### config.mk
export PLATFORM = sky130hd
export DESIGN_NAME = fft_magnitude
export DESIGN_NICKNAME = d
export VERILOG_FILES = /design/src/rtl/fft_pkg.sv /design/src/rtl/fft_peak_tracker.sv /design/src/rtl/fft_magnitude.sv
export SDC_FILE = /design/constraint.sdc
export NUM_CORES = 1
export LEC_CHECK = 0
export BUFFER_PORTS_ARGS = -buffer_cell sky130_fd_sc_hd__buf_2
export CORE_UTILIZATION = 40
export CTS_CLUSTER_DIAMETER = 40
export CTS_CLUSTER_SIZE = 8
export DETAILED_ROUTE_END_ITERATION = 10
export HOLD_SLACK_MARGIN = 0.02
export MAX_ROUTING_LAYER = met4
export SLEW_MARGIN = 20
export SYNTH_ARGS = -nofsm -noshare
export SYNTH_HDL_FRONTEND = slang
export SYNTH_SLANG_ARGS = --single-unit
### constraint.sdc
create_clock -name clk -period 3.8 [get_ports clk]
set_input_delay 0.38 -clock clk [delete_from_list [all_inputs] [get_ports clk]]
set_output_delay 0.38 -clock clk [all_outputs]
set_load 0.01 [all_outputs]
### src/rtl/fft_pkg.sv
`default_nettype none
// ============================================================================
// Module   : fft_pkg
// Purpose  : Shared widths and complex-bin type for the FFT spectrum path.
// Revision : 1.0
// ============================================================================
package fft_pkg;

    localparam int DATA_W   = 16;
    localparam int BIN_W    = 9;
    localparam int NUM_BINS = 512;

    typedef struct packed {
        logic signed [15:0] im;
        logic signed [15:0] re;
    } cplx_t;

endpackage
`default_nettype wire

### src/rtl/fft_peak_tracker.sv
`default_nettype none
// ============================================================================
// Module   : fft_peak_tracker
// Purpose  : Running per-frame maximum with a one-cycle result pulse at frame end.
// Revision : 1.0
// ============================================================================
module fft_peak_tracker
    import fft_pkg::*;
#(
    parameter int DATA_W = fft_pkg::DATA_W,
    parameter int BIN_W  = fft_pkg::BIN_W
) (
    input  logic              clk,
    input  logic              rst,
    input  logic [DATA_W-1:0] mag_data,
    input  logic [BIN_W-1:0]  mag_bin,
    input  logic              mag_valid,
    input  logic              mag_last,
    output logic [DATA_W-1:0] peak_mag,
    output logic [BIN_W-1:0]  peak_bin,
    output logic              peak_valid
);

    logic [DATA_W-1:0] r_run_mag;
    logic [BIN_W-1:0]  r_run_bin;
    logic              r_empty;

    logic              w_take;
    logic [DATA_W-1:0] w_best_mag;
    logic [BIN_W-1:0]  w_best_bin;

    // Strict compare keeps the lowest bin on ties.
    assign w_take     = r_empty || (mag_data > r_run_mag);
    assign w_best_mag = w_take ? mag_data : r_run_mag;
    assign w_best_bin = w_take ? mag_bin  : r_run_bin;

    always_ff @(posedge clk) begin
        if (rst) begin
            r_run_mag  <= '0;
            r_run_bin  <= '0;
            r_empty    <= 1'b1;
            peak_mag   <= '0;
            peak_bin   <= '0;
            peak_valid <= 1'b0;
        end else begin
            peak_valid <= 1'b0;
            if (mag_valid) begin
                if (mag_last) begin
                    peak_mag   <= w_best_mag;
                    peak_bin   <= w_best_bin;
                    peak_valid <= 1'b1;
                    r_empty    <= 1'b1;
                end else begin
                    r_run_mag  <= w_best_mag;
                    r_run_bin  <= w_best_bin;
                    r_empty    <= 1'b0;
                end
            end
        end
    end

endmodule
`default_nettype wire

### src/rtl/fft_magnitude.sv
`default_nettype none
// ============================================================================
// Module   : fft_magnitude
// Purpose  : 3-stage alpha-max-plus-beta-min magnitude (1, 3/8) with frame peak.
// Revision : 1.0
// ============================================================================
module fft_magnitude
    import fft_pkg::*;
#(
    parameter int DATA_W = fft_pkg::DATA_W,
    parameter int BIN_W  = fft_pkg::BIN_W
) (
    input  logic                clk,
    input  logic                rst,
    input  logic [2*DATA_W-1:0] in_data,
    input  logic                in_valid,
    input  logic                in_last,
    output logic [DATA_W-1:0]   mag_data,
    output logic [BIN_W-1:0]    mag_bin,
    output logic                mag_valid,
    output logic                mag_last,
    output logic [DATA_W-1:0]   peak_mag,
    output logic [BIN_W-1:0]    peak_bin,
    output logic                peak_valid
);

    localparam logic [DATA_W-1:0] c_data_one = 1;
    localparam logic [BIN_W-1:0]  c_bin_one  = 1;

    logic [DATA_W-1:0] w_re;
    logic [DATA_W-1:0] w_im;
    logic [DATA_W-1:0] w_abs_re;
    logic [DATA_W-1:0] w_abs_im;

    logic [BIN_W-1:0]  r_bin_cnt;

    logic              r_s1_valid;
    logic              r_s1_last;
    logic [BIN_W-1:0]  r_s1_bin;
    logic [DATA_W-1:0] r_s1_a;
    logic [DATA_W-1:0] r_s1_b;

    logic              r_s2_valid;
    logic              r_s2_last;
    logic [BIN_W-1:0]  r_s2_bin;
    logic [DATA_W-1:0] r_s2_mx;
    logic [DATA_W-1:0] r_s2_mn;

    assign w_re = in_data[DATA_W-1:0];
    assign w_im = in_data[2*DATA_W-1:DATA_W];

    // Two's-complement negate; the most negative input lands on 2^(DATA_W-1) unsigned.
    assign w_abs_re = w_re[DATA_W-1] ? (~w_re + c_data_one) : w_re;
    assign w_abs_im = w_im[DATA_W-1] ? (~w_im + c_data_one) : w_im;

    always_ff @(posedge clk) begin
        if (rst) begin
            r_bin_cnt  <= '0;
            r_s1_valid <= 1'b0;
            r_s1_last  <= 1'b0;
            r_s1_bin   <= '0;
            r_s1_a     <= '0;
            r_s1_b     <= '0;
            r_s2_valid <= 1'b0;
            r_s2_last  <= 1'b0;
            r_s2_bin   <= '0;
            r_s2_mx    <= '0;
            r_s2_mn    <= '0;
            mag_valid  <= 1'b0;
            mag_last   <= 1'b0;
            mag_bin    <= '0;
            mag_data   <= '0;
        end else begin
            if (in_valid) begin
                r_bin_cnt <= in_last ? '0 : (r_bin_cnt + c_bin_one);
            end

            r_s1_valid <= in_valid;
            r_s1_last  <= in_valid && in_last;
            r_s1_bin   <= r_bin_cnt;
            r_s1_a     <= w_abs_re;
            r_s1_b     <= w_abs_im;

            r_s2_valid <= r_s1_valid;
            r_s2_last  <= r_s1_last;
            r_s2_bin   <= r_s1_bin;
            r_s2_mx    <= (r_s1_a >= r_s1_b) ? r_s1_a : r_s1_b;
            r_s2_mn    <= (r_s1_a >= r_s1_b) ? r_s1_b : r_s1_a;

            mag_valid  <= r_s2_valid;
            mag_last   <= r_s2_last;
            mag_bin    <= r_s2_bin;
            mag_data   <= r_s2_mx + (r_s2_mn >> 2) + (r_s2_mn >> 3);
        end
    end

    fft_peak_tracker #(
        .DATA_W (DATA_W),
        .BIN_W  (BIN_W)
    ) u_peak (
        .clk        (clk),
        .rst        (rst),
        .mag_data   (mag_data),
        .mag_bin    (mag_bin),
        .mag_valid  (mag_valid),
        .mag_last   (mag_last),
        .peak_mag   (peak_mag),
        .peak_bin   (peak_bin),
        .peak_valid (peak_valid)
    );

endmodule
`default_nettype wire

### Word-level counts from Yosys, hierarchy flattened

Index checks and enable logic that the tools add are counted.

* bitwise logic cells: 6
* $add $sub $neg: 5
* multiplexer cells: 8
* shift-type cells: 0
* reductions and logical operators: 7
* $mul: 0
* magnitude comparators: 2
* div/mod/pow operators: 0
* eq/ne operators: 0

Operators by type and width (number)
* $mux 16: 3
* $add 16x1->16 const B: 2
* $not 16->16: 2
* $mux 15: 2
* $mux 9: 2
* $add 16x13->16: 1
* $add 16x14->16: 1
* $ge 16x16->1: 1
* $gt 16x16->1: 1
* $add 9x1->9 const B: 1
* $reduce_or 2->1: 3
* $not 1->1: 4
* $reduce_and 2->1: 2
* $logic_and 1x1->1: 1
* $logic_or 1x1->1: 1
* $mux 1: 1

* memory bits (read-only): 0
* output and inout bits: 53
* memories kept: 0
* memory bits (writable): 0
* bits in registers: 174
* bits of input ports: 36
* latch bits: 0
* logic and storage cells: 51

### Longest topological paths before layout

Gate-level depths: netlist of run 1.

* depth in word-level cells: 3
* gate-level depth with buffers: 11
* depth with buffers taken out: 11

### Hierarchy

From an unflattened synthesis of run 1, not the netlist that was laid out.

* cells, all modules: 893
* area, all modules: 8353.0 sq um

Modules (own cells, without submodules)
* fft_magnitude: instances 1, area each 5350.1 sq um, cells an instance 553
* fft_peak_tracker: instances 1, area each 3002.9 sq um, cells an instance 340

### Worst setup path after synthesis of run 1

No wires, ideal clock.

* path type: reg-to-reg
* start: register r_s2_mn[4]
* end: register mag_data[13]
* buffers on the path: 0
* slack: 1099 ps
* stages on the path, launching flop included: 10
* arrival: 2573 ps
* data required time: 3672 ps
* cell sequence: dfxtp_1 fa_1 ha_1 fa_1 a21oi_1 o211ai_1 o41a_1 a311oi_1 xor2_1 nor2_1

* word-level cells in the longest chain between the ends: 2

RTL lines
* start: declaration: line fft_magnitude.sv:47 `logic [DATA_W-1:0] r_s2_mn;`
* start signal: assignment: line fft_magnitude.sv:88 `r_s2_mn <= (r_s1_a >= r_s1_b) ? r_s1_b : r_s1_a;`
* $add 16x14->16: line fft_magnitude.sv:93 `mag_data <= r_s2_mx + (r_s2_mn >> 2) + (r_s2_mn >> 3);`
* $add 16x13->16 (*): line fft_magnitude.sv:93
* end signal: assignment: line fft_magnitude.sv:93
* end: declaration: line fft_magnitude.sv:18 `output logic [DATA_W-1:0] mag_data,`

Mark *: on every way between the ends. The rest lies on a longest branch, timed or not.
A chain may end at the register's enable or synchronous reset.

### Worst setup path after layout of run 1

Same ends and word-level chain as after synthesis.

==> metrics.md, run 1 <==
| Metric | Value |
|---|---|
| Most common library cell in the layout ignoring fill and taps | `dfxtp_1` |
| Post-synthesis sequential element count | `172` |
| Switch share | `24.9%` |
| Max_cap viols | `0` |
| GPL Wtd Cong | `0.824` |
| Average cell area after synthesis | `10.0 µm²` |
| TritonCTS Sinks | `172` |
| Layout cell share with drive strength beyond 1 | `15.1%` |
| Final setup viols | `0` |
| Startpoint Class | `flip-flop` |
| DRT Pass-1 Iters | `4` |
| H-Tree Depth | `4` |
| CP Class | `flip-flop to flip-flop` |
| Syn_nets | `897` |
| Vias in the first global route | `4967` |
| WP data arrival | `3.17 ns` |
| Fmax | `344 MHz` |
| Clock slew at reported path FFs | `0.06 ns` |
| Core Util, Final | `47.8%` |
| Row Count | `51` |
| Sw power | `0.00119 W` |
| Hold_buf cts | `0` |
| Tightest Pin Transition | `0.941 ns` |
| Layout Skew | `0.0108 ns` |
| Largest net degree at the start of global routing | `112` |
| PortBufs | `88` |
| Post-CTS resize count | `0` |
| Status | `finished clean` |
| Final period utilization | `76.4%` |
| Async SR Flop Fraction | `0%` |
| P_leak | `4.07 nW` |
| Clock latency on the worst-skew pair | `0.42 ns` |
| Crit. End Element | `flip-flop` |
| Nets@finish | `977` |
| CORE AREA | `19500 µm²` |
| Post-synth top flop | `dfxtp_1` |
| Commonest non-fill, non-tap cells in the layout | `dfxtp_1 (172), buf_2 (87), nand2b_1 (82)` |
| Seq/Total Area, Yosys | `43.1%` |
| DP Wirelength | `10.5 mm` |
| Max Buffers Root-to-Sink | `2` |
| Unrepaired setup endpoints after global routing | `false` |
| Number of flops mapped to enable cells by yosys | `0` |
| Slew Limit Fails | `0` |
| Clk pwr share | `42.0%` |
| Setup Fix Bufs, Post-CTS | `0` |
| Cells after synthesis | `797` |
| Tmin final | `2.91 ns` |
| DRC viols | `0` |
| Chip Width | `143 µm` |
| Syn-to-layout area delta | `16.9%` |
| GRT Residual Overflow | `0` |
| Die Ht | `143 µm` |
| Final Hold Viols | `0` |
| Starting Density | `40.9%` |
| Global-route wire length before repair | `24.0 mm` |
| Avg WL per Cell | `12.4 µm` |
| Combinational Power Share | `16.1%` |
| Crit path max fanout | `4` |
| VDD IR-drop max | `302 µV` |
| Tot GR Track Use | `15.3%` |
| CTS tree | `done` |
| Int Pwr | `0.00358 W` |
| Seq pwr share | `41.9%` |
| Initial antenna violation count | `0` |
| Max_slew headroom | `37.3%` |
| Inserted Diodes | `0` |
| Synth unique cells | `49` |
| WP data required | `4.07 ns` |
| Die footprint | `20500 µm²` |
| Setup TNS | `0 ns` |
| Mapped cell area | `7980 µm²` |
| Vias per inst | `4.70` |
| Initial DRC count | `187` |
| Root Driver | `clkbuf_16` |
| Routed Antenna Nets | `0` |
| Num CTS Buffers | `17` |
| Hold Path Class | `input port to flip-flop` |
| Power density over the cells | `511 nW/µm²` |
| Via count | `5423` |
| Ys Warns | `0` |
| Total routed wirelength | `14.3 mm` |
| I/O Pins | `89` |
-- power groups by stage --
stage / combinational [W] / sequential [W] / clock (W)
after detailed placement: 0.000770 / 0.00204 / 0
after global placement: 0.000765 / 0.00204 / 0
after floorplan: 0.000577 / 0.00203 / 0
after CTS: 0.000778 / 0.00200 / 0.00204
after global routing: 0.000868 / 0.00201 / 0.00212
final: 0.000767 / 0.00200 / 0.00200
-- cells by family after synthesis --
family                   count (synthesis)  share of synthesized area, %
AO/OA/AOI/OAI                          106                          10.0
adder cells (fa/ha/maj)                 64                          11.3
XOR/XNOR                                41                          4.50
multiplexers                            58                          7.31
flip-flops                             172                          43.1
AND/OR/NAND/NOR                        279                          19.7
buffers and inverters                   77                          3.98
-- cells in the mapped netlist (9+ instances only) --
master      n  share of area (%)
and2_1     26                2.0
mux2i_1    56                7.0
clkbuf_1   21               0.99
nor2_1     61                2.9
a21oi_1    23                1.4
xnor2_1     9               0.99
nand2b_1   82                6.4
xor2_1     32                3.5
nand4_1     9               0.71
a21o_1     10               0.94
o21ai_0    16                1.0
nand3_1    11               0.69
ha_1       50                7.8
a221o_1    25                3.1
nand2_1    20               0.94
fa_1       14                3.5
dfxtp_1   172                 43
inv_1      45                2.1
nor2b_1    41                3.2
-- per-stage QoR --
step | total power [W] | cells | setup slack, ns | hold slack, ns | area [µm²]
after floorplan | 0.00261 | 797 | 1.10 | 0.414 | 7980
after global placement | 0.00280 | 1123 | 0.931 | 0.421 | 8640
after detailed placement | 0.00281 | 1123 | 0.885 | 0.422 | 8640
after CTS | 0.00482 | 1155 | 0.876 | 0.190 | 9330
after global routing | 0.00500 | 1155 | 0.625 | 0.209 | 9330
final | 0.00477 | 1155 | 0.895 | 0.209 | 9330
-- final cells by class --
type	count	area (µm²)
Clock buffer	21	450
Clock inverter	11	238
Fill cell	1884	10200
Inverter	45	169
Multi-Input combinational cell	548	4220
Sequential cell	172	3440
Tap cell	265	332
Timing Repair Buffer	93	480
-- critical path: stages, from the launching register on --
cell and delay [ns]:
dfxtp_1 0.37, fa_1 0.43, ha_1 0.23, fa_1 0.40
a21oi_1 0.21, o211ai_1 0.15, o41a_1 0.41, a311oi_1 0.34
xor2_1 0.17, nor2_1 0.05
-- worst paths after layout --
check / start / to / slack [ns] / depth (start not counted)
min reg2reg: r_s1_bin[6] / r_s2_bin[6] / 0.43 / 1
max: r_s2_mn[4] / mag_data[13] / 0.89 / 9
min: in_data[16] / r_s1_b[0] / 0.21 / 3
max reg2reg: r_s2_mn[4] / mag_data[13] / 0.89 / 9
-- state kept, by name, indices dropped and copies added (netlist names), 14 cells and up --
name	count
r_s1_b	16
mag_data	16
r_s2_mn	14
u_peak.r_run_mag	16
r_s1_a	16
u_peak.peak_mag	16
r_s2_mx	16
-- per-layer routing --
layer  global-route usage [%]  vias up  share of wire, %
met1                     20.7     2401                53
met4                     6.33        0               1.5
met2                     21.9      127                42
met5                        -        -                 0
met3                     3.22       17               4.2
li1                         -     2878                 -
Note: power is estimated with default switching activity, not from simulation.
==> run 2, diff against run 1 <==
Clock period 3.8 ns to 3 ns, I/O delays scaled along.
==> run 2 against run 1 <==
Effect of this change:
- clock skew decreased by 0.0038 ns
- clock power increased by 15%
- routed wire length decreased by 0.46%
- worst hold slack got worse by 0.083 ns
- via count increased by 0.24%
- highest routed layer unchanged
- die area unchanged
==> metrics.md, run 2 (synthesized netlist as in run 1, its figures left out) <==
| Metric | Value |
|---|---|
| Layout cell share with drive strength beyond 1 | `16.2% (+1.1 points)` |
| WP data required | `3.29 ns (-0.78 ns)` |
| CP Class | `flip-flop to flip-flop` |
| Crit. End Element | `flip-flop` |
| DRT Pass-1 Iters | `4 (unchanged)` |
| Final Hold Viols | `0 (unchanged)` |
| Starting Density | `40.9% (unchanged)` |
| Row Count | `51 (unchanged)` |
| Chip Width | `143 µm (unchanged)` |
| Tightest Pin Transition | `0.561 ns (-0.380 ns)` |
| Fmax | `351 MHz (+1.9%)` |
| Final instance area | `9360 µm² (+0.24%)` |
| Die Ht | `143 µm (unchanged)` |
| Startpoint Class | `flip-flop` |
| Placed cell count | `1128 (+0.45%)` |
| Number of fill cells | `1892 (+0.42%)` |
| Avg WL per Cell | `12.3 µm (-0.98%)` |
| TritonCTS Sinks | `172 (unchanged)` |
| DP Wirelength | `10.5 mm (-0.34%)` |
| PortBufs | `88 (unchanged)` |
| Crit path max fanout | `4 (unchanged)` |
| Num CTS Buffers | `17 (unchanged)` |
| Largest net degree at the start of global routing | `167 (+49%)` |
| CORE AREA | `19500 µm² (unchanged)` |
| Placed cell area | `8690 µm² (+0.58%)` |
| Die footprint | `20500 µm² (unchanged)` |
| Switch share | `25.6% (+0.67 points)` |
| Tot GR Track Use | `15.2% (-0.091 points)` |
| Clock slew at reported path FFs | `0.06 ns (about the same)` |
| Non-Filler Instances | `1161 (+0.52%)` |
| Via count | `5436 (+0.24%)` |
| Vias in the first global route | `5041 (+1.5%)` |
| Nets@finish | `983 (+0.61%)` |
| Syn-to-layout area delta | `17.2%` |
| Global-route wire length before repair | `23.9 mm (-0.38%)` |
| Initial antenna violation count | `0 (unchanged)` |
| Total routed wirelength | `14.3 mm (-0.46%)` |
| P_leak | `4.08 nW (+0.33%)` |
| Max_slew headroom | `62.6% (+25 points)` |
| H-Tree Depth | `4 (unchanged)` |
| Seq pwr share | `43.5% (+1.6 points)` |
| Final setup viols | `0 (unchanged)` |
| Int Pwr | `0.00433 W (+21%)` |
| GRT Residual Overflow | `0 (unchanged)` |
| Clock latency on the worst-skew pair | `0.42 ns (about the same)` |
| Status | `finished clean` |
| CTS tree | `done` |
| Hold Path Class | `input port to flip-flop` |
| Commonest non-fill, non-tap cells in the layout | `dfxtp_1 (172), buf_2 (87), nand2b_1 (82)` |
| Clk pwr share | `39.6% (-2.4 points)` |
| Initial DRC count | `244 (+30%)` |
| Most common library cell in the layout ignoring fill and taps | `dfxtp_1` |
| Root Driver | `clkbuf_16` |
| VDD IR-drop max | `345 µV (+14%)` |
| Tmin final | `2.85 ns (-0.0554 ns)` |
| Vias per inst | `4.68 (-0.28%)` |
| Max_cap viols | `0 (unchanged)` |
| Max Buffers Root-to-Sink | `2 (unchanged)` |
| I/O Pins | `89 (unchanged)` |
| Inserted Diodes | `0 (unchanged)` |
| GPL Wtd Cong | `0.808 (-2.0%)` |
| WHS | `0.125 ns (-0.0833 ns)` |
| Power density over the cells | `622 nW/µm² (+22%)` |
| Final period utilization | `95.0% (+19 points)` |
| WP data arrival | `3.14 ns (-0.03 ns)` |
| DRC viols | `0 (unchanged)` |
| Sw power | `0.00149 W (+25%)` |
| Routed Antenna Nets | `0 (unchanged)` |
| Layout Skew | `0.00700 ns (-0.00379 ns)` |
| Power Total | `0.00582 W (+22%)` |
| Slew Limit Fails | `0 (unchanged)` |
| Combinational Power Share | `16.9% (+0.8 points)` |
[run 2: timing repair]
item / CTS / global route
gates resized for setup: 0 / 4
hold buffers: 0 / 0
buffers inserted: 0 / 1
setup endpoints to repair: 0 / 2
[run 2: metrics by stage]
stage,util (%),worst slack [ns],setup TNS [ns]
2_1_floorplan,-,0.299,0
3_3_place_gp,44.5,0.142,0
3_5_place_dp,44.5,0.102,0
4_1_cts,47.8,0.0909,0
5_1_grt,47.9,-0.00197,-0.00197
6_report,47.9,0.150,0
[run 2: worst paths after layout]
| check | start | to | slack (ns) | cells past startpoint |
|---|---|---|---|---|
| max | r_s2_mn[4] | mag_data[13] | 0.15 | 9 |
| min | rst | u_peak.peak_valid | 0.13 | 2 |
| max reg2reg | r_s2_mn[4] | mag_data[13] | 0.15 | 9 |
| min reg2reg | r_s1_bin[4] | r_s2_bin[4] | 0.43 | 1 |
[run 2: area by class of cell]
class,count,area (µm²),share of cell area [%]
Clock inverter,10,160,1.71
Clock buffer,22,474,5.07
Inverter,45,169,1.81
Timing Repair Buffer,99,538,5.75
Tap cell,265,332,3.54
Multi-Input combinational cell,548,4240,45.3
Sequential cell,172,3440,36.8
[run 2: metal layers]
metal | GRT usage [%] | wire, µm | vias to the layer above
met5 | - | 0 | -
met3 | 3.72 | 485 | 20
met1 | 20.5 | 7660 | 2415
met2 | 21.4 | 5820 | 113
met4 | 6.33 | 287 | 0
li1 | - | - | 2888
[run 2: power by group through the flow]
stage / Sequential, W / Combinational, W / Clock [W]
after floorplan: 0.00257 / 0.000731 / 0
after global placement: 0.00258 / 0.000976 / 0
after detailed placement: 0.00258 / 0.000988 / 0
after CTS: 0.00253 / 0.000996 / 0.00237
after global routing: 0.00255 / 0.00112 / 0.00246
final: 0.00253 / 0.000984 / 0.00231
[run 2: worst max-delay path: stages, from the launching register on]
cell and delay (ns):
dfxtp_1 0.37, fa_1 0.43, ha_1 0.24, fa_2 0.37
a21oi_2 0.17, o211ai_1 0.14, o41a_1 0.48, a311oi_2 0.29
xor2_1 0.18, nor2_1 0.05
==> run 3, diff against run 2 <==
Settings changed: CORE_ASPECT_RATIO set to 1.2.
==> run 3 against run 2 <==
Effect of this change:
- sequential share of layout area grew 0.34 points
- total power shrank 4.1%
- register-to-register slack gained 0.03 ns
- largest power group unchanged
- clock skew is essentially flat
- worst hold slack gained 0.0083 ns
- sequential power is essentially flat
- routed wire length grew 0.29%
- largest cell class unchanged
==> metrics.md, run 3 (synthesized netlist as in run 1, its figures left out) <==
| Metric | Value |
|---|---|
| PortBufs | `88 (unchanged)` |
| DRC viols | `0 (unchanged)` |
| Number of fill cells | `1820 (-3.8%)` |
| CORE AREA | `19500 µm² (+0.12%)` |
| Slew Limit Fails | `0 (unchanged)` |
| Reg-to-reg startpoint | `r_s2_mn[4]` |
| Startpoint Class | `flip-flop` |
| Crit. End Element | `flip-flop` |
| Crit path max fanout | `4 (unchanged)` |
| Setup Fix Bufs, Post-CTS | `0 (unchanged)` |
| Tot GR Track Use | `15.2% (+0.065 points)` |
| Num CTS Buffers | `17 (unchanged)` |
| Unrepaired setup endpoints after global routing | `false` |
| Post-CTS resize count | `0 (unchanged)` |
| Total routed wirelength | `14.3 mm (+0.29%)` |
| Die Ht | `157 µm (+9.4%)` |
| Power density over the cells | `602 nW/µm² (-3.2%)` |
| Tmin final | `2.82 ns (-0.0253 ns)` |
| Tightest Pin Transition | `0.613 ns (+0.0517 ns)` |
| Vias per inst | `4.73 (+1.0%)` |
| Initial antenna violation count | `0 (unchanged)` |
| Path depth of the worst reg2reg path | `9 (unchanged)` |
| Clock slew at reported path FFs | `0.06 ns (about the same)` |
| Initial DRC count | `337 (+38%)` |
| CP startpoint | `r_s2_mn[4]` |
| VDD IR-drop max | `412 µV (+19%)` |
| Root Driver | `clkbuf_16` |
| Chip Width | `131 µm (-8.6%)` |
| WP data required | `3.29 ns (about the same)` |
| Inserted Diodes | `0 (unchanged)` |
| GPL Wtd Cong | `0.804 (-0.42%)` |
| Worst setup endpoint | `mag_data[13]` |
| P_leak | `4.04 nW (-0.93%)` |
| Via count | `5450 (+0.26%)` |
| Largest net degree at the start of global routing | `115 (-31%)` |
| Final setup viols | `0 (unchanged)` |
| Starting Density | `40.8% (-0.047 points)` |
| Most common library cell in the layout ignoring fill and taps | `dfxtp_1` |
| Hold Path Class | `input port to flip-flop` |
| Final Hold Viols | `0 (unchanged)` |
| Layout cell share with drive strength beyond 1 | `15.6% (-0.58 points)` |
| Status | `finished clean` |
| R2R Setup Slk | `0.18 ns (+0.03 ns)` |
| Avg WL per Cell | `12.4 µm (+1.1%)` |
| Global-route wire length before repair | `23.9 mm (about the same)` |
| GRT Residual Overflow | `0 (unchanged)` |
| Core Util, Final | `47.4% (-0.49 points)` |
| DRT Pass-1 Iters | `4 (unchanged)` |
| I/O Pins | `89 (unchanged)` |
| H-Tree Depth | `4 (unchanged)` |
| Max_cap viols | `0 (unchanged)` |
| TritonCTS Sinks | `172 (unchanged)` |
| Routed Antenna Nets | `0 (unchanged)` |
| Commonest non-fill, non-tap cells in the layout | `dfxtp_1 (172), buf_2 (87), nand2b_1 (82)` |
| Setup TNS | `0 ns (unchanged)` |
| Nets@finish | `979 (-0.41%)` |
| Vias in the first global route | `5005 (-0.71%)` |
| Clock latency on the worst-skew pair | `0.42 ns (about the same)` |
| Die footprint | `20500 µm² (about the same)` |
| Hold_buf cts | `0 (unchanged)` |
| CP Class | `flip-flop to flip-flop` |
| Layout Skew | `0.00659 ns (-0.000408 ns)` |
| CTS tree | `done` |
| Fmax | `354 MHz (+0.90%)` |
| Max_slew headroom | `59.2% (-3.4 points)` |
| Max Buffers Root-to-Sink | `2 (unchanged)` |
| Final period utilization | `94.1% (-0.84 points)` |
| DP Wirelength | `10.6 mm (+1.7%)` |
| WP data arrival | `3.12 ns (-0.02 ns)` |
| Row Count | `56 (+9.8%)` |
| Power Total | `0.00558 W (-4.1%)` |
| Syn-to-layout area delta | `16.1%` |
| RR Endpoint | `mag_data[13]` |
run 3: critical path, stage by stage, from the launching register on:
cell	delay, ns
dfxtp_1	0.36
fa_1	0.43
ha_1	0.24
fa_1	0.42
a21oi_2	0.18
o211ai_1	0.13
o41a_1	0.42
a311oi_2	0.31
xor2_1	0.17
nor2_1	0.05
run 3: power by group:
part | switching (W) | internal (W) | leakage, nW
clock network | 0.000812 | 0.00127 | 0.289
registers | 0.000111 | 0.00242 | 1.40
logic | 0.000527 | 0.000450 | 2.35
total | 0.00145 | 0.00413 | 4.04
run 3: worst min path at each step:
stage,start,to,cells past startpoint
final,in_last,r_s1_last,2
after global routing,in_data[0],r_s1_a[0],3
after CTS,in_last,r_s1_last,2
after detailed placement,r_s2_bin[2],mag_bin[2],1
after global placement,r_s2_bin[3],mag_bin[3],1
after floorplan,rst,u_peak.peak_valid,1
run 3: stage by stage:
stage	worst slack [ns]	cell area [µm²]	hold WS, ns	instances
after CTS	0.0964	9250	0.110	1152
after global routing	0.00381	9270	0.120	1152
after detailed placement	0.0912	8680	0.422	1121
after floorplan	0.299	7980	0.405	797
after global placement	0.146	8680	0.416	1121
final	0.176	9270	0.134	1152
run 3: final cells by class:
cell class | count | area, µm² | share of cell area (%)
well taps | 261 | 327 | 3.52
flip-flops and latches | 172 | 3440 | 37.1
multi-input cells | 548 | 4240 | 45.7
inverters | 45 | 169 | 1.82
clock inverters | 6 | 58.8 | 0.634
repair buffers | 95 | 520 | 5.61
clock buffers | 25 | 515 | 5.56
run 3: layer usage:
layer | vias up | GRT usage [%] | part of all wire [%]
met5 | - | - | 0
met3 | 14 | 3.59 | 3.5
met2 | 93 | 24.0 | 47
li1 | 2877 | - | -
met1 | 2466 | 19.0 | 48
met4 | 0 | 5.09 | 1.2
